$ cat src/rtl/motor_pkg.sv
// Shared types and constants for the BL-Ctrl motor update path.
package motor_pkg;
  localparam int NUM_MOTORS = 8;
  localparam int SPEED_W = 8;
  localparam int I2C_ADDR_W = 7;
  localparam int IDX_W = 3;
  localparam logic [I2C_ADDR_W-1:0] BLCTRL_BASE_ADDR = 7'h29;

  typedef enum logic [2:0] {
    IDLE,
    SCAN,
    REQ,
    WAIT,
    NEXT,
    GAP
  } sched_state_t;

  // Address arithmetic wraps inside the 7-bit I2C address space.
  function automatic logic [I2C_ADDR_W-1:0] motor_addr(input logic [I2C_ADDR_W-1:0] base,
                                                       input logic [IDX_W-1:0] idx);
    return base + I2C_ADDR_W'(idx);
  endfunction
endpackage

$ cat src/rtl/motor_stale_timer.sv
// Per-motor freshness timer: saturating counter cleared by each speed update,
// flags the motor stale once TIMEOUT_CYCLES pass without an update.
module motor_stale_timer #(
  parameter int TIMEOUT_CYCLES = 320000
) (
  input  logic clk,
  input  logic rst_n,
  input  logic i_clear,
  output logic o_stale
);
  localparam int CNT_W = (TIMEOUT_CYCLES > 1) ? $clog2(TIMEOUT_CYCLES) : 1;
  localparam logic [CNT_W-1:0] CNT_LAST = CNT_W'(TIMEOUT_CYCLES - 1);

  logic [CNT_W-1:0] r_cnt;
  logic             r_stale;

  // Out of reset every motor is treated as stale until its first update.
  always_ff @(posedge clk or negedge rst_n) begin
    if (!rst_n) begin
      r_cnt   <= CNT_LAST;
      r_stale <= 1'b1;
    end else if (i_clear) begin
      r_cnt   <= '0;
      r_stale <= 1'b0;
    end else if (r_cnt == CNT_LAST) begin
      r_stale <= 1'b1;
    end else begin
      r_cnt <= r_cnt + CNT_W'(1);
    end
  end

  assign o_stale = r_stale;
endmodule

$ cat src/rtl/motor_update_scheduler.sv
// Round-robin scheduler feeding latched motor speeds to the BL-Ctrl I2C master.
// Define MOTOR_SCHED_RETRY_EN to retry NACKed writes up to MAX_RETRY times.
module motor_update_scheduler
  import motor_pkg::*;
#(
  parameter logic [I2C_ADDR_W-1:0] BASE_ADDR = BLCTRL_BASE_ADDR,
  parameter int TIMEOUT_CYCLES = 320000,
  parameter int FRAME_GAP_CYCLES = 16000
`ifdef MOTOR_SCHED_RETRY_EN
  , parameter int MAX_RETRY = 2
`endif
) (
  input  logic                          clk,
  input  logic                          rst_n,
  input  logic                          master_enable,
  input  logic [NUM_MOTORS-1:0]         motor_enable,
  input  logic [NUM_MOTORS*SPEED_W-1:0] speed_in_flat,
  input  logic [NUM_MOTORS-1:0]         speed_valid,
  output logic                          i2c_req,
  output logic [I2C_ADDR_W-1:0]         i2c_addr,
  output logic [SPEED_W-1:0]            i2c_data,
  input  logic                          i2c_ack,
  input  logic                          i2c_done,
  input  logic                          i2c_nack,
  output logic [IDX_W-1:0]              active_motor,
  output logic [NUM_MOTORS-1:0]         motor_stale,
  output logic [NUM_MOTORS-1:0]         nack_flags,
  output logic                          frame_done,
  output sched_state_t                  dbg_state
);
  localparam int GAP_W = (FRAME_GAP_CYCLES > 1) ? $clog2(FRAME_GAP_CYCLES) : 1;
  localparam logic [GAP_W-1:0] GAP_LAST = GAP_W'(FRAME_GAP_CYCLES - 1);
`ifdef MOTOR_SCHED_RETRY_EN
  localparam int RETRY_W = (MAX_RETRY > 0) ? $clog2(MAX_RETRY + 1) : 1;
  logic [RETRY_W-1:0] r_retry;
`endif

  sched_state_t          r_state;
  logic [IDX_W-1:0]      r_idx;
  logic                  r_req;
  logic [I2C_ADDR_W-1:0] r_addr;
  logic [SPEED_W-1:0]    r_data;
  logic                  r_frame_done;
  logic [NUM_MOTORS-1:0] r_nack;
  logic [GAP_W-1:0]      r_gap;
  logic [SPEED_W-1:0]    r_shadow [NUM_MOTORS];
  logic [NUM_MOTORS-1:0] w_stale;
  logic                  w_found;
  logic [IDX_W-1:0]      w_pick;

  for (genvar g = 0; g < NUM_MOTORS; g++) begin : g_timer
    motor_stale_timer #(.TIMEOUT_CYCLES(TIMEOUT_CYCLES)) u_timer (
      .clk     (clk),
      .rst_n   (rst_n),
      .i_clear (speed_valid[g]),
      .o_stale (w_stale[g])
    );
  end

  always_ff @(posedge clk or negedge rst_n) begin
    if (!rst_n) begin
      for (int i = 0; i < NUM_MOTORS; i++) r_shadow[i] <= '0;
    end else begin
      for (int i = 0; i < NUM_MOTORS; i++)
        if (speed_valid[i]) r_shadow[i] <= speed_in_flat[SPEED_W*i +: SPEED_W];
    end
  end

  // Lowest enabled motor at or after the current index.
  always_comb begin
    w_found = 1'b0;
    w_pick  = r_idx;
    for (int i = NUM_MOTORS - 1; i >= 0; i--) begin
      if (motor_enable[i] && (i >= int'(r_idx))) begin
        w_found = 1'b1;
        w_pick  = IDX_W'(i);
      end
    end
  end

  // Handshake: i2c_req rises with addr/data already stable and holds until the
  // master pulses i2c_ack; completion is a later one-cycle i2c_done or i2c_nack,
  // with i2c_nack taking priority when both arrive together.
  always_ff @(posedge clk or negedge rst_n) begin
    if (!rst_n) begin
      r_state      <= IDLE;
      r_idx        <= '0;
      r_req        <= 1'b0;
      r_addr       <= '0;
      r_data       <= '0;
      r_frame_done <= 1'b0;
      r_nack       <= '0;
      r_gap        <= '0;
`ifdef MOTOR_SCHED_RETRY_EN
      r_retry      <= '0;
`endif
    end else begin
      r_frame_done <= 1'b0;
      case (r_state)
        IDLE: begin
          r_idx <= '0;
`ifdef MOTOR_SCHED_RETRY_EN
          r_retry <= '0;
`endif
          if (master_enable) r_state <= SCAN;
        end
        SCAN: begin
          if (!master_enable) begin
            r_state <= IDLE;
          end else if (w_found) begin
            r_idx   <= w_pick;
            r_addr  <= motor_addr(BASE_ADDR, w_pick);
            r_data  <= w_stale[w_pick] ? '0 : r_shadow[w_pick];
            r_req   <= 1'b1;
            r_state <= REQ;
          end else begin
            r_idx        <= '0;
            r_gap        <= '0;
            r_frame_done <= 1'b1;
            r_state      <= GAP;
          end
        end
        REQ: begin
          // An ack in the same cycle as an enable drop commits the transfer.
          if (i2c_ack) begin
            r_req   <= 1'b0;
            r_state <= WAIT;
          end else if (!master_enable) begin
            r_req   <= 1'b0;
            r_state <= IDLE;
          end
        end
        WAIT: begin
          if (i2c_nack) begin
`ifdef MOTOR_SCHED_RETRY_EN
            if (r_retry < RETRY_W'(MAX_RETRY)) begin
              r_retry <= r_retry + RETRY_W'(1);
              r_req   <= 1'b1;
              r_state <= REQ;
            end else begin
              r_nack[r_idx] <= 1'b1;
              r_state       <= NEXT;
            end
`else
            r_nack[r_idx] <= 1'b1;
            r_state       <= NEXT;
`endif
          end else if (i2c_done) begin
            r_nack[r_idx] <= 1'b0;
            r_state       <= NEXT;
          end
        end
        NEXT: begin
`ifdef MOTOR_SCHED_RETRY_EN
          r_retry <= '0;
`endif
          if (!master_enable) begin
            r_state <= IDLE;
          end else if (r_idx == IDX_W'(NUM_MOTORS - 1)) begin
            r_idx        <= '0;
            r_gap        <= '0;
            r_frame_done <= 1'b1;
            r_state      <= GAP;
          end else begin
            r_idx   <= r_idx + IDX_W'(1);
            r_state <= SCAN;
          end
        end
        GAP: begin
          if (!master_enable) r_state <= IDLE;
          else if (r_gap == GAP_LAST) r_state <= SCAN;
          else r_gap <= r_gap + GAP_W'(1);
        end
        default: r_state <= IDLE;
      endcase
    end
  end

  assign i2c_req      = r_req;
  assign i2c_addr     = r_addr;
  assign i2c_data     = r_data;
  assign active_motor = r_idx;
  assign motor_stale  = w_stale;
  assign nack_flags   = r_nack;
  assign frame_done   = r_frame_done;
  assign dbg_state    = r_state;
endmodule

$ cat config.mk
export PLATFORM = sky130hd
export DESIGN_NAME = motor_update_scheduler
export DESIGN_NICKNAME = d
export VERILOG_FILES = /design/src/rtl/motor_pkg.sv /design/src/rtl/motor_stale_timer.sv /design/src/rtl/motor_update_scheduler.sv
export SDC_FILE = /design/constraint.sdc
export NUM_CORES = 1
export LEC_CHECK = 0
export CAP_MARGIN = 20
export CORE_MARGIN = 1.5
export CORE_UTILIZATION = 45
export CTS_CLUSTER_DIAMETER = 30
export DETAILED_ROUTE_END_ITERATION = 12
export GPL_ROUTABILITY_DRIVEN = 0
export GPL_TIMING_DRIVEN = 0
export SYNTH_ARGS = -nofsm -noshare
export SYNTH_HDL_FRONTEND = slang
export SYNTH_HIERARCHICAL = 1
export SYNTH_SLANG_ARGS = --single-unit
$ cat constraint.sdc
create_clock -name clk -period 3.51 [get_ports clk]
set_input_delay 0.702 -clock clk [delete_from_list [all_inputs] [get_ports clk]]
set_output_delay 0.702 -clock clk [all_outputs]
set_load 0.01 [all_outputs]
---- After elaboration in Yosys (flattened, before gate mapping) ----
Cells that the tools add are included.
operators by class
  mux-type cells .......................... 92
  bitwise operators ....................... 4
  equal/unequal tests ..................... 34
  reduce and logical (&&, ||, !) cells .... 27
  magnitude comparators ................... 11
  $add $sub $neg .......................... 11
operators by type and width
  operator               count
  $mux 19                16
  $add 19x1->19 const B  8
  $eq 19x19->1 const B   8
  $mux 14                6
  $mux 3                 23
  $pmux 14 s3            1
  $mux 8                 5
  $mux 1                 34
  $ne 2x2->1 const B     16
  $bmux 8 s3             1
  $reduce_bool 2->1      10
  $pmux 3 s6             1
  $add 14x1->14 const B  1
  $eq 14x14->1 const B   1
  $eq 3x3->1 const B     3
  $ge 3x3->1 const A     3
  $ne 3x3->1 const B     3
  $pmux 3 s3             1
  $and 8x8->8            1
  $logic_and 1x1->1      8
  $lt 3x4->1 const B     2
  $not 8->8              1
  $or 8x8->8             1
  $reduce_and 4->1       2
  17 further kinds       23
storage, ports and cells
  register bits after elaboration ......... 269
  logic and storage cells ................. 211
  output and inout bits ................... 39
  bits of input ports ..................... 86

---- Logic depth before layout (Yosys ltp) ----
Gate-level depths: netlist (run 1).
  depth after elaboration ................. 14
  gate-level depth with buffers ........... 12
  depth with buffers taken out ............ 10

---- Hierarchy ----
Netlist (run 1), hierarchy kept.
modules (own cells, without submodules)
  module                                      area each (um2)  cells each  instances  seq. area each (um2)
  motor_stale_timer (g_timer[0].u_timer ...)  1133.6           115         7          518.0
  motor_update_scheduler                      5492.8           450         1          2702.6
  motor_stale_timer (g_timer[6].u_timer)      1152.4           116         1          518.0

---- Least setup slack after synthesis (run 1) ----
Ideal clock, no wire load.
  path kind ............................... reg2reg
  start ................................... reg r_idx[1], in the netlist active_motor[1]
  end ..................................... reg r_data[3], in the netlist i2c_data[3]
  arrival time ............................ 2.599 ns
  clock period less this slack ............ 2.720 ns
  required time ........................... 3.389 ns
  path buffers ............................ 3
  stages on the path, launching flop included .. 13
  setup time .............................. 0.121 ns
  path slack .............................. 0.790 ns
  cell sequence ........................... dfrtp_1 -> buf_4 -> inv_1 -> ha_1 -> nand2_1 -> a21oi_2 -> a311oi_1 -> buf_4 -> buf_4 -> mux2i_1 -> mux2i_1 -> mux2_2 -> a22o_1
on the way
  word-level cells in the longest chain between the ends .. 14
  elaborated cells on any way between the ends .. 37
  classes of those cells .................. order compare: 7; mux: 21; bitwise: 1; reduce/logical: 8
ends and longest elaborated chain
  element                                    line                           text
  start, declared                            motor_update_scheduler.sv:39   logic [IDX_W-1:0] r_idx;
  start signal, assigned                     motor_update_scheduler.sv:111  r_idx <= w_pick;
  start signal, assigned                     motor_update_scheduler.sv:165  r_idx <= r_idx + IDX_W'(1);
  $ge 3x3->1                                 motor_update_scheduler.sv:74   if (motor_enable[i] && (i >= int'(r_idx))) begin
  $logic_and 1x1->1                          motor_update_scheduler.sv:74
  $mux 3 (7 in a row)                        motor_update_scheduler.sv:74
  $not 3->4 (not written as such)            motor_update_scheduler.sv:113  r_data <= w_stale[w_pick] ? '0 : r_shadow[w_pick];
  $bmux 8 s3                                 motor_update_scheduler.sv:113
  $mux 8 (not written as such) (2 in a row)  motor_update_scheduler.sv:113
  $mux 8                                     motor_update_scheduler.sv:113
  end signal, assigned                       motor_update_scheduler.sv:113
  end, declared                              motor_update_scheduler.sv:42   logic [SPEED_W-1:0] r_data;
Several ways; a longest one is shown, not always the timed one. The select of a mux whose other input is x is not followed.
A chain may end at the register's enable or synchronous reset.

---- Worst setup path in the final report (run 1) ----
  start ................................... reg r_idx[1], in the netlist active_motor[1]
  end ..................................... reg r_data[6], in the netlist i2c_data[6]
Same word-level chain as after synthesis.

==> key figures, run 1 <==
Status
  • Outcome: finished clean

Yosys
  • Yosys top cell by area: dfrtp_1
  • Net Count, Synth: roughly 1500
  • Main synth FF type: dfrtp_1
  • Synth top area share: 0.268
  • Register area share after synthesis: 0.470
  • Area of the mapped netlist: 14600 um2
  • Asr flop ratio synth: 1.00
  • EDFF count, synth: 0
  • Largest cells by area after synthesis: dfrtp_1 (27%), dfstp_2 (20%), mux2_2 (6.7%)
  • Unique masters post-synth: 87
  • Syn avg cell area: around 11 um2
  • Synth Register Bits: about 270
  • Synth warn: 6
  • Mapped Cells: roughly 1400

Global route
  • Largest net degree at the start of global routing: between 90 and 100
  • Vias in the first global route: about 12000
  • Initial antenna violation count: 0
  • GRT overflow: 0
  • Overall Global Routing Usage: 0.227
  • First-pass GRT wire length: between 60000 and 70000 um

STA
  • Max Slew Vio Count: 0
  • Worst Tran Pin Value: approximately 0.8 ns
  • Post-route setup TNS: 0 ns
  • Fin crit period: around 3.3 ns
  • Worst Setup Slack, final: roughly 0.17 ns
  • Setup Viol. Count Final: 0
  • Final worst path period share: 0.952
  • Achievable Freq: about 300 MHz
  • Clock skew: 0.0170 ns
  • Slew margin rel.: 0.476
  • Hold Violations, Final: 0

Setup path
  • Critical path type: flip-flop to flip-flop
  • Worst Reg2Reg Path Length in Cells: 12
  • Arrival @ worst endpoint: between 3 and 4 ns
  • Worst endpoint required time: approximately 4.0 ns
  • Startpoint Class: flip-flop
  • Max FO, Critical Path: 10
  • Worst Setup End Kind: flip-flop
  • Reg2Reg Setup Slack: around 0.17 ns
  • Reg2reg end: i2c_data[6]$_DFFE_PN0P_
  • Reg2Reg Launch Point: active_motor[1]$_DFFE_PN0P_

Drt
  • Routed length on met3: around 1500 um
  • Met2 Routed Length: 17400 um
  • Post-route ant nets: 0
  • Met1 WL: between 15000 and 20000 um
  • Max Used Layer: met4
  • Via Count: approximately 12000
  • DR pass1 iterations: 5
  • Routed wire per std cell: around 18 um
  • Vias per cell: between 5 and 6
  • DRC violations left: 0
  • DRT iter0 DRCs: roughly 800
  • Total Routed Length: 36700 um

Clocking
  • CTS tree: done
  • Cts bufs inserted: 72
  • Clock tree sinks: 268
  • Clock Latency Late Sink: 0.59 ns
  • Max clock buf depth: 3
  • CTS H-tree depth: 3
  • Reg clk slew, reported paths: ~0.050 ns
  • Hold_buf cts: 0
  • Setup repair bufs after CTS: 0
  • CTS root buf: clkbuf_16

Final layout
  • Multi-input logic area: 7180 um2
  • Post-Layout Cell Count: 2031
  • Register area: about 6800 um2
  • # nets final: roughly 1700
  • Fill cells: around 2600
  • Synthesis-to-finish area growth: 30.7%
  • Layout cell share with drive strength beyond 1: 0.266
  • Antenna diode count: 0

Floorplanning
  • Placeable Area: about 32000 um2
  • Num ports: roughly 130
  • Chip height: ~180 um
  • Initial Util: 0.460
  • FP Rows: 65
  • Die area: between 30000 and 40000 um2
  • Die X: approximately 180 um

Worst hold path
  • Hold Path Class: input port to asynchronous set/reset pin

Pwr
  • Pwr dens: roughly 660 nW/um2
  • Leak: between 7 and 8 nW
  • Peak supply drop: ~460 uV

Placed design
  • I/O Buffers: approximately 120
  • Dpl ws: -0.251 ns
  • HPWL Detailed: roughly 25000 um
  • Placed Cells: between 1500 and 2000

Run
  • Max-cap violations: 0
[worst max path at each step]
stage / from / end / slack [ns] / depth (start not counted)
after CTS: active_motor[1]$_DFFE_PN0P_ / i2c_data[5]$_DFFE_PN0P_ / 0.01 / 12
final: active_motor[1]$_DFFE_PN0P_ / i2c_data[6]$_DFFE_PN0P_ / 0.17 / 12
after detailed placement: motor_enable[0] / i2c_data[5]$_DFFE_PN0P_ / -0.25 / 10
after global routing: active_motor[1]$_DFFE_PN0P_ / i2c_data[2]$_DFFE_PN0P_ / -0.01 / 12
after global placement: rst_n / r_shadow[39]$_DFFE_PN0P_ / -10.05 / 1
after floorplan: active_motor[1]$_DFFE_PN0P_ / i2c_data[3]$_DFFE_PN0P_ / 0.79 / 12
[Yosys cell counts, drive strengths merged (9+ instances only)]
cell,number
o21bai,18
o21ai,38
a22o,11
nor2,76
or4,35
inv,33
a211oi,25
and4,26
and2,9
nor4,27
a31oi,36
a21boi,10
a21oi,100
clkbuf,38
or3,16
nor3,34
ha,15
mux2,96
nor2b,16
dfstp,112
buf,42
nand3,55
nand2,82
mux2i,51
and3,42
nand4,36
xor2,14
dfrtp,156
o31ai,33
[sequential cells by signal (all words and copies together) (netlist names), named ones only]
| name | count |
|---|---|
| active_motor | 3 |
| dbg_state | 3 |
| frame_done | 1 |
| g_timer.u_timer/o_stale | 8 |
| g_timer.u_timer/r_cnt | 152 |
| i2c_addr | 6 |
| i2c_data | 8 |
| i2c_req | 1 |
| r_gap | 14 |
| r_shadow | 64 |
[where the power goes]
part           internal, mW  switching (mW)
sequential             3.37           0.202
combinational         0.958            1.06
clock                  4.89            2.09
total                  9.22            3.35
[what timing repair did]
item,CTS,global route
pin swaps,0,0
cloned,0,0
setup endpoints to repair,8,8
resized for setup,1,5
[critical path, cell delays in order (launching register included)]
cell	delay (ns)
dfrtp_1	0.45
buf_4	0.21
inv_1	0.12
ha_1	0.26
nand2_1	0.14
a21oi_2	0.12
a311oi_4	0.40
buf_4	0.31
buf_4	0.28
mux2i_1	0.24
mux2i_1	0.19
mux2_2	0.31
a22o_1	0.19
[per-stage QoR]
stage | power [mW] | hold slack (ns) | area [um2] | util
after detailed placement | 5.61 | 0.458 | 16400 | 0.516
final | 12.6 | 0.138 | 19100 | 0.601
after global routing | 13.1 | 0.188 | 19100 | 0.601
after floorplan | 4.74 | 0.406 | 14600 | -
after CTS | 12.7 | 0.136 | 19000 | 0.600
after global placement | 5.58 | 0.448 | 16300 | 0.514
[cell families after synthesis]
family	Yosys count	synth area share
other	1	0.000257
adder cells (fa/ha/maj)	17	0.0142
XOR/XNOR	21	0.0126
AND/OR/NAND/NOR	498	0.208
multiplexers	147	0.111
AO/OA/AOI/OAI	305	0.145
flip-flops	268	0.470
buffers and inverters	114	0.0399
[layout by cell type (no fill, tap or decap), types with 25 or more instances in the layout]
cell type | netlist | layout
nor3_1 | 33 | 33
nand4_1 | 34 | 34
mux2i_1 | 51 | 48
mux2_2 | 87 | 87
clkbuf_16 | 0 | 72
and3_1 | 40 | 40
and4_1 | 25 | 25
or4_1 | 34 | 34
a21oi_1 | 92 | 92
clkdlybuf4s50_1 | 0 | 122
nor2_1 | 76 | 76
inv_1 | 33 | 33
clkbuf_1 | 34 | 47
dfrtp_1 | 156 | 156
a31oi_1 | 36 | 36
nand3_1 | 54 | 54
o21ai_0 | 30 | 30
nand2_1 | 80 | 80
o31ai_1 | 32 | 32
dfstp_2 | 112 | 112
[cell type report]
class	count	share of cell area
plain buffers	81	0.0242
clock buffers	94	0.104
clock inverters	39	0.0354
inverters	33	0.00650
multi-input cells	989	0.377
flip-flops and latches	268	0.359
well taps	402	0.0264
repair buffers	125	0.0678
[layer usage]
| layer | vias up | GRT usage |
|---|---|---|
| met5 | - | 0 |
| met4 | 0 | 0.0715 |
| met3 | 48 | 0.0481 |
| met2 | 231 | 0.362 |
| met1 | 5761 | 0.311 |
| li1 | 5608 | - |
Power figures use the tool's default switching activity.
==> run 2: changes to the inputs <==
PLACE_DENSITY = 0.65   (was default)
SYNTH_HIERARCHICAL = default   (was 1)
TNS_END_PERCENT = 50   (was default)
clock period = 3.28 ns   (was 3.51 ns; I/O delays follow)
==> run 2 against run 1 <==
Effect of this change:
- sequential share of layout area is 3.7 points higher
- highest routed layer is now met5
- sequential power is 6.4% higher
- hold slack worse by 0.14 ns
- non-clock buffer count is 27 lower
- final cell count is 6.9% lower
- critical path depth is 3 lower
- combinational power is 7% higher
- critical path type unchanged
- clock power is 8.7% lower
- maximum frequency is 7.1% higher
==> key figures, run 2 <==
Status
  • Outcome: finished clean

Clocking
  • Clock Latency Late Sink: about 0.54 ns
  • CTS tree: done
  • Cts bufs inserted: 67
  • Clock tree sinks: between 200 and 300
  • Reg clk slew, reported paths: approximately 0.050 ns
  • CTS root buf: clkbuf_16
  • Max clock buf depth: 3
  • CTS H-tree depth: 3

Pwr
  • Pwr dens: between 700 and 800 nW/um2
  • Sequential share of power: 0.308
  • Power, Total: 12.3 mW
  • Sw Share: 0.264
  • Peak supply drop: slightly above 400 uV
  • NetSw: approximately 3.3 mW
  • Clock power frac: 0.516
  • Internal: between 9 and 10 mW
  • Leak: between 6 and 7 nW
  • Comb power frac: 0.176

Yosys
  • Mapped Cells: 1262
  • Unique masters post-synth: between 60 and 70
  • Net Count, Synth: around 1400
  • Largest cells by area after synthesis: dfrtp_1 (29%), dfstp_2 (22%), mux2_2 (9.0%)
  • Asr flop ratio synth: 1.00
  • Yosys top cell by area: dfrtp_1
  • Register area share after synthesis: 0.514
  • Synth cell count leaders: nor2_1 (191), dfrtp_1 (156), dfstp_2 (112), mux2_2 (107), nand2_1 (99)
  • Main synth FF type: dfrtp_1
  • Count leader, synth: nor2_1
  • Area of the mapped netlist: between 10000 and 15000 um2
  • Synth warn: 0
  • Synth Register Bits: between 200 and 300
  • Syn avg cell area: between 10 and 15 um2
  • Synth top area share: 0.293
  • EDFF count, synth: 0

Drt
  • Post-route ant nets: 0
  • DRC violations left: 0
  • Via Count: 9781
  • Routed wire per std cell: about 16 um
  • DR pass1 iterations: 5
  • Vias per cell: just over 5
  • Total Routed Length: a little over 30000 um
  • DRT iter0 DRCs: 442

Final layout
  • Most frequent cells in the layout: nor2_1 (191), dfrtp_1 (154), dfstp_2 (112), clkdlybuf4s50_1 (112), mux2_2 (107)
  • Layout cell share with drive strength beyond 1: 0.263
  • Largest register FFs: about 150
  • Final core occ: 0.598
  • Register area: 6850 um2
  • Fill cells: roughly 2400
  • Post-Layout Cell Count: about 1900
  • # nets final: roughly 1600
  • Reg with most FFs: g_timer.u_timer.r_cnt
  • Multi-input logic area: about 6100 um2
  • Biggest regs: g_timer.u_timer.r_cnt (152), r_shadow (64), r_gap (14)
  • Most common cell after layout, fill and taps aside: nor2_1
  • Synthesis-to-finish area growth: 29.8%

Setup path
  • Worst endpoint required time: 3.70 ns
  • Arrival @ worst endpoint: roughly 3.5 ns
  • Worst Setup End Kind: flip-flop
  • Max FO, Critical Path: 10
  • Critical path type: flip-flop to flip-flop
  • Startpoint Class: flip-flop
  • Worst Path Buf+Inv: 3
  • CP delay by family, top: simple AND/OR/NAND/NOR gates
  • Worst path slowest cell: dfrtp_2
  • Max incr delay on CP: about 0.46 ns
  • Critical path cell sequence: clkbuf_8, inv_1, ha_1, and4bb_1, a211oi_2, nor4_1, nand3b_1, buf_4, o41ai_2

STA
  • Fin crit period: slightly above 3 ns
  • Worst Setup Slack, final: about 0.16 ns
  • Hold slack: 0.00107 ns
  • Unrepaired setup endpoints after global routing: false
  • Hold Violations, Final: 0
  • Final worst path period share: 0.951
  • Slew margin rel.: 0.473
  • Worst Tran Pin Value: roughly 0.78 ns
  • Achievable Freq: 321 MHz
  • Clock skew: approximately 0.018 ns
  • Setup Viol. Count Final: 0
  • Max Slew Vio Count: 0

Floorplanning
  • Placeable Area: 28900 um2
  • Initial Util: 0.460
  • Die area: ~31000 um2
  • Die X: 175 um
  • Chip height: roughly 180 um
  • Num ports: between 100 and 150
  • FP Rows: just over 60

Global route
  • Overall Global Routing Usage: 0.203
  • Initial antenna violation count: 3
  • First-pass GRT wire length: around 50000 um
  • Vias in the first global route: 9981
  • GRT overflow: 0
  • Largest net degree at the start of global routing: between 100 and 150

Run
  • Max-cap violations: 0

Placed design
  • HPWL Detailed: between 20000 and 25000 um
  • Placed Cells: around 1800
  • Dpl ws: -0.195 ns
  • I/O Buffers: 113

Worst hold path
  • Hold Path Class: input port to asynchronous set/reset pin
[run 2: cell types whose count changed in the layout (fill, tap and decap cells not counted), moves of 19 or more]
| cell | previous run | this run |
|---|---|---|
| nor2_1 | 76 | 191 |
| or4_1 | 34 | 2 |
| xor2_1 | 14 | 86 |
| mux2i_1 | 48 | 9 |
| o31ai_1 | 32 | 3 |
| xnor2_1 | 7 | 37 |
| a31oi_1 | 36 | 7 |
| a211oi_1 | 23 | 4 |
| mux2_2 | 87 | 107 |
| a21oi_1 | 92 | 39 |
| inv_1 | 33 | 14 |
| nand2_1 | 80 | 99 |
[run 2: cells by family (layout without fill, tap and decap cells)]
| group | count (synthesis) | after routing | synth area share |
|---|---|---|---|
| AO/OA/AOI/OAI | 132 | 132 | 0.0685 |
| XOR/XNOR | 123 | 123 | 0.0809 |
| adder cells (fa/ha/maj) | 15 | 15 | 0.0141 |
| buffers and inverters | 73 | 315 | 0.0264 |
| flip-flops | 268 | 268 | 0.514 |
| multiplexers | 120 | 120 | 0.101 |
| other | 1 | 3 | 0.000281 |
| AND/OR/NAND/NOR | 530 | 530 | 0.195 |
[run 2: power by group through the flow]
stage / clock (mW) / sequential (mW) / combinational (mW)
2_1_floorplan: 0 / 3.85 / 1.19
3_3_place_gp: 0 / 3.83 / 2.08
3_5_place_dp: 0 / 3.84 / 2.11
4_1_cts: 6.51 / 3.80 / 2.13
5_1_grt: 6.68 / 3.83 / 2.35
6_report: 6.37 / 3.80 / 2.17
[run 2: final timing paths]
kind / slack [ns] / startpoint / depth (start not counted) / to
min: 0.001 / rst_n / 1 / r_gap[2]$_DFFE_PN0P_
max: 0.16 / active_motor[1]$_DFFE_PN0P_ / 9 / i2c_data[3]$_DFFE_PN0P_
min reg2reg: 0.47 / i2c_addr[5]$_DFFE_PN0P_ / 1 / i2c_addr[5]$_DFFE_PN0P_
min in group clk: 0.47 / i2c_addr[5]$_DFFE_PN0P_ / 1 / i2c_addr[5]$_DFFE_PN0P_
max in group asynchronous: 1.91 / rst_n / 3 / g_timer[6].u_timer.r_cnt[13]$_DFFE_PN1P_
max reg2reg: 0.16 / active_motor[1]$_DFFE_PN0P_ / 9 / i2c_data[3]$_DFFE_PN0P_
[run 2: per-stage QoR]
step	area (um2)	setup TNS, ns
after CTS	17200	0
after floorplan	13300	0
final	17300	0
after detailed placement	15000	-1.30
after global routing	17300	0
after global placement	14900	-2302.32
[run 2: repair_timing]
| item | in CTS | in global routing |
|---|---|---|
| hold buffers | 0 | 0 |
| pin swaps | 0 | 1 |
| gates resized for setup | 1 | 6 |
| setup endpoints to repair | 8 | 14 |
| setup buffers | 0 | 5 |
| cloned | 0 | 1 |
[run 2: cell type report]
| type | instances | area share |
|---|---|---|
| sequential | 268 | 0.396 |
| multi-input combinational | 921 | 0.355 |
| clock buffer | 89 | 0.110 |
| timing repair buffer | 121 | 0.0713 |
| tap | 384 | 0.0278 |
| clock inverter | 32 | 0.0187 |
| buffer | 58 | 0.0173 |
| inverter | 15 | 0.00325 |
| antenna | 2 | 0.000289 |
[run 2: per-layer routing]
metal | vias to the layer above | global-route usage | part of all wire
met5 | - | 0 | 0.00043
met4 | 2 | 0.0972 | 0.038
met3 | 71 | 0.0461 | 0.049
met2 | 213 | 0.309 | 0.46
met1 | 4698 | 0.274 | 0.46
li1 | 4797 | - | -
==> run 3: changes to the inputs <==
PLACE_DENSITY = default   (was 0.65)
SYNTH_HIERARCHICAL = 1   (was default)
==> run 3 against run 2 <==
Effect of this change:
- core utilization grew 0.43 points
- die area up 9.3%
- critical path type unchanged
- total power rose by 9.3%
- hold slack better by 0.095 ns
- via count rose by 19%
==> key figures, run 3 (synthesis results as in run 1) <==
Status
  • Outcome: finished clean

Floorplanning
  • Num ports: ~130
  • Initial Util: 0.460
  • Chip height: ~180 um
  • Die X: 183 um
  • Placeable Area: 31700 um2
  • FP Rows: 65
  • Die area: between 30000 and 40000 um2

Setup path
  • Worst endpoint required time: 3.79 ns
  • Arrival @ worst endpoint: 3.62 ns
  • Reg2Reg Launch Point: active_motor[1]$_DFFE_PN0P_
  • Reg2Reg Setup Slack: around 0.17 ns
  • Reg2reg end: i2c_data[2]$_DFFE_PN0P_
  • Critical path type: flip-flop to flip-flop
  • Max incr delay on CP: 0.56 ns
  • Max FO, Critical Path: 10
  • Startpoint Class: flip-flop
  • Worst Setup End Kind: flip-flop
  • Worst Reg2Reg Path Length in Cells: 9
  • Critical path cell sequence: buf_4, inv_1, ha_1, o311a_1, o31ai_4, mux2_1, or4_4, nand4_4, a22o_1
  • Worst path slowest cell: o31ai_4

Drt
  • Total Routed Length: approximately 37000 um
  • Via Count: roughly 12000
  • Routed wire per std cell: ~18 um
  • DRT iter0 DRCs: 785
  • Post-route ant nets: 0
  • DR pass1 iterations: 5
  • DRC violations left: 0
  • Vias per cell: roughly 5.7

Placed design
  • HPWL Detailed: 25300 um
  • Dpl cell area: roughly 16000 um2
  • Dpl ws: -0.435 ns
  • I/O Buffers: 123

Final layout
  • Reg with most FFs: g_timer.u_timer/r_cnt
  • Design area: about 19000 um2
  • Layout cell share with drive strength beyond 1: 0.270
  • Most common cell after layout, fill and taps aside: dfrtp_1
  • Largest register FFs: approximately 150
  • Most frequent cells in the layout: dfrtp_1 (154), clkdlybuf4s50_1 (122), dfstp_2 (112)
  • # nets final: 1674
  • Antenna diode count: 0
  • Biggest regs: g_timer.u_timer/r_cnt (152), r_shadow (64), r_gap (14)
  • Synthesis-to-finish area growth: 31.0%

STA
  • Worst Tran Pin Value: about 0.78 ns
  • Slew margin rel.: 0.475
  • Achievable Freq: ~320 MHz
  • Post-route setup TNS: 0 ns
  • Max Slew Vio Count: 0
  • Final worst path period share: 0.947
  • Worst Setup Slack, final: roughly 0.17 ns
  • Hold Violations, Final: 0
  • Fin crit period: around 3.1 ns
  • Setup Viol. Count Final: 0
  • Unrepaired setup endpoints after global routing: false
  • Clock skew: around 0.017 ns

Global route
  • Initial antenna violation count: 0
  • Vias in the first global route: between 10000 and 15000
  • Largest net degree at the start of global routing: 98
  • GRT overflow: 0
  • Overall Global Routing Usage: 0.228
  • First-pass GRT wire length: roughly 60000 um

Pwr
  • Clock power frac: 0.554
  • Comb power frac: 0.163
  • NetSw: 3.59 mW
  • Pwr dens: around 710 nW/um2
  • Leak: 7.47 nW
  • Sequential share of power: 0.284
  • Sw Share: 0.266
  • Internal: around 10 mW
  • Peak supply drop: a little under 500 uV

Run
  • Max-cap violations: 0

Clocking
  • Cts bufs inserted: just over 70
  • CTS tree: done
  • CTS root buf: clkbuf_16
  • CTS H-tree depth: 3
  • Max clock buf depth: 3
  • Reg clk slew, reported paths: around 0.05 ns
  • Clock tree sinks: 268
  • Clock Latency Late Sink: between 0.5 and 0.6 ns

Worst hold path
  • Hold Path Class: input port to asynchronous set/reset pin
run 3: how the worst max path moves through the flow:
stage                                     start                        to  slack (ns)  cells past startpoint
detailed placement              motor_enable[0]   i2c_data[5]$_DFFE_PN0P_       -0.43                     10
finish              active_motor[1]$_DFFE_PN0P_   i2c_data[2]$_DFFE_PN0P_        0.17                      9
global placement                          rst_n  r_shadow[39]$_DFFE_PN0P_      -10.24                      1
floorplan           active_motor[1]$_DFFE_PN0P_   i2c_data[3]$_DFFE_PN0P_        0.56                     12
CTS                 active_motor[1]$_DFFE_PN0P_   i2c_data[2]$_DFFE_PN0P_     -0.0001                     12
global route        active_motor[1]$_DFFE_PN0P_   i2c_data[2]$_DFFE_PN0P_        0.03                      9
run 3: final cells by class:
cell class / instances / area [um2]
repair buffers: 128 / 1310
multi-input cells: 989 / 7190
clock inverters: 39 / 674
fillers: 2622 / 12600
clock buffers: 94 / 1970
inverters: 33 / 124
well taps: 402 / 503
flip-flops and latches: 268 / 6850
plain buffers: 81 / 468
run 3: power by group through the flow:
stage	Clock [mW]	Combinational [mW]	Sequential, mW
floorplan	0	1.21	3.86
global placement	0	2.12	3.85
detailed placement	0	2.15	3.86
CTS	7.62	2.20	3.82
global route	7.81	2.39	3.86
finish	7.47	2.19	3.83
run 3: worst max-delay path, delay by kind of cell (launching register included):
kind,cells,cell delay (ns)
compound gates,3,1.08
buf+inv,2,0.30
flops,1,0.41
fa+ha+maj,1,0.26
mux,1,0.39
simple gates,2,0.58
run 3: through the flow:
stage | instances | hold WS [ns] | power, mW | util
2_1_floorplan | 1371 | 0.360 | 5.07 | -
3_3_place_gp | 1896 | 0.448 | 5.97 | 0.514
3_5_place_dp | 1898 | 0.458 | 6.01 | 0.516
4_1_cts | 2031 | 0.0901 | 13.6 | 0.601
5_1_grt | 2034 | 0.141 | 14.1 | 0.602
6_report | 2034 | 0.0957 | 13.5 | 0.602
run 3: timing repair:
action / CTS / global route
gates resized for setup: 10 / 3
hold buffers: 0 / 0
pin swaps: 0 / 1
setup buffers: 0 / 3
setup endpoints to repair: 8 / 8
run 3: per-layer routing:
metal,vias to the layer above,share of wire,routed length (um),GRT usage
met4,0,0.017,615,0.0715
met1,5761,0.47,17200,0.312
met5,-,0,0,0
met3,47,0.042,1530,0.0481
met2,228,0.47,17400,0.363
li1,5615,-,-,-
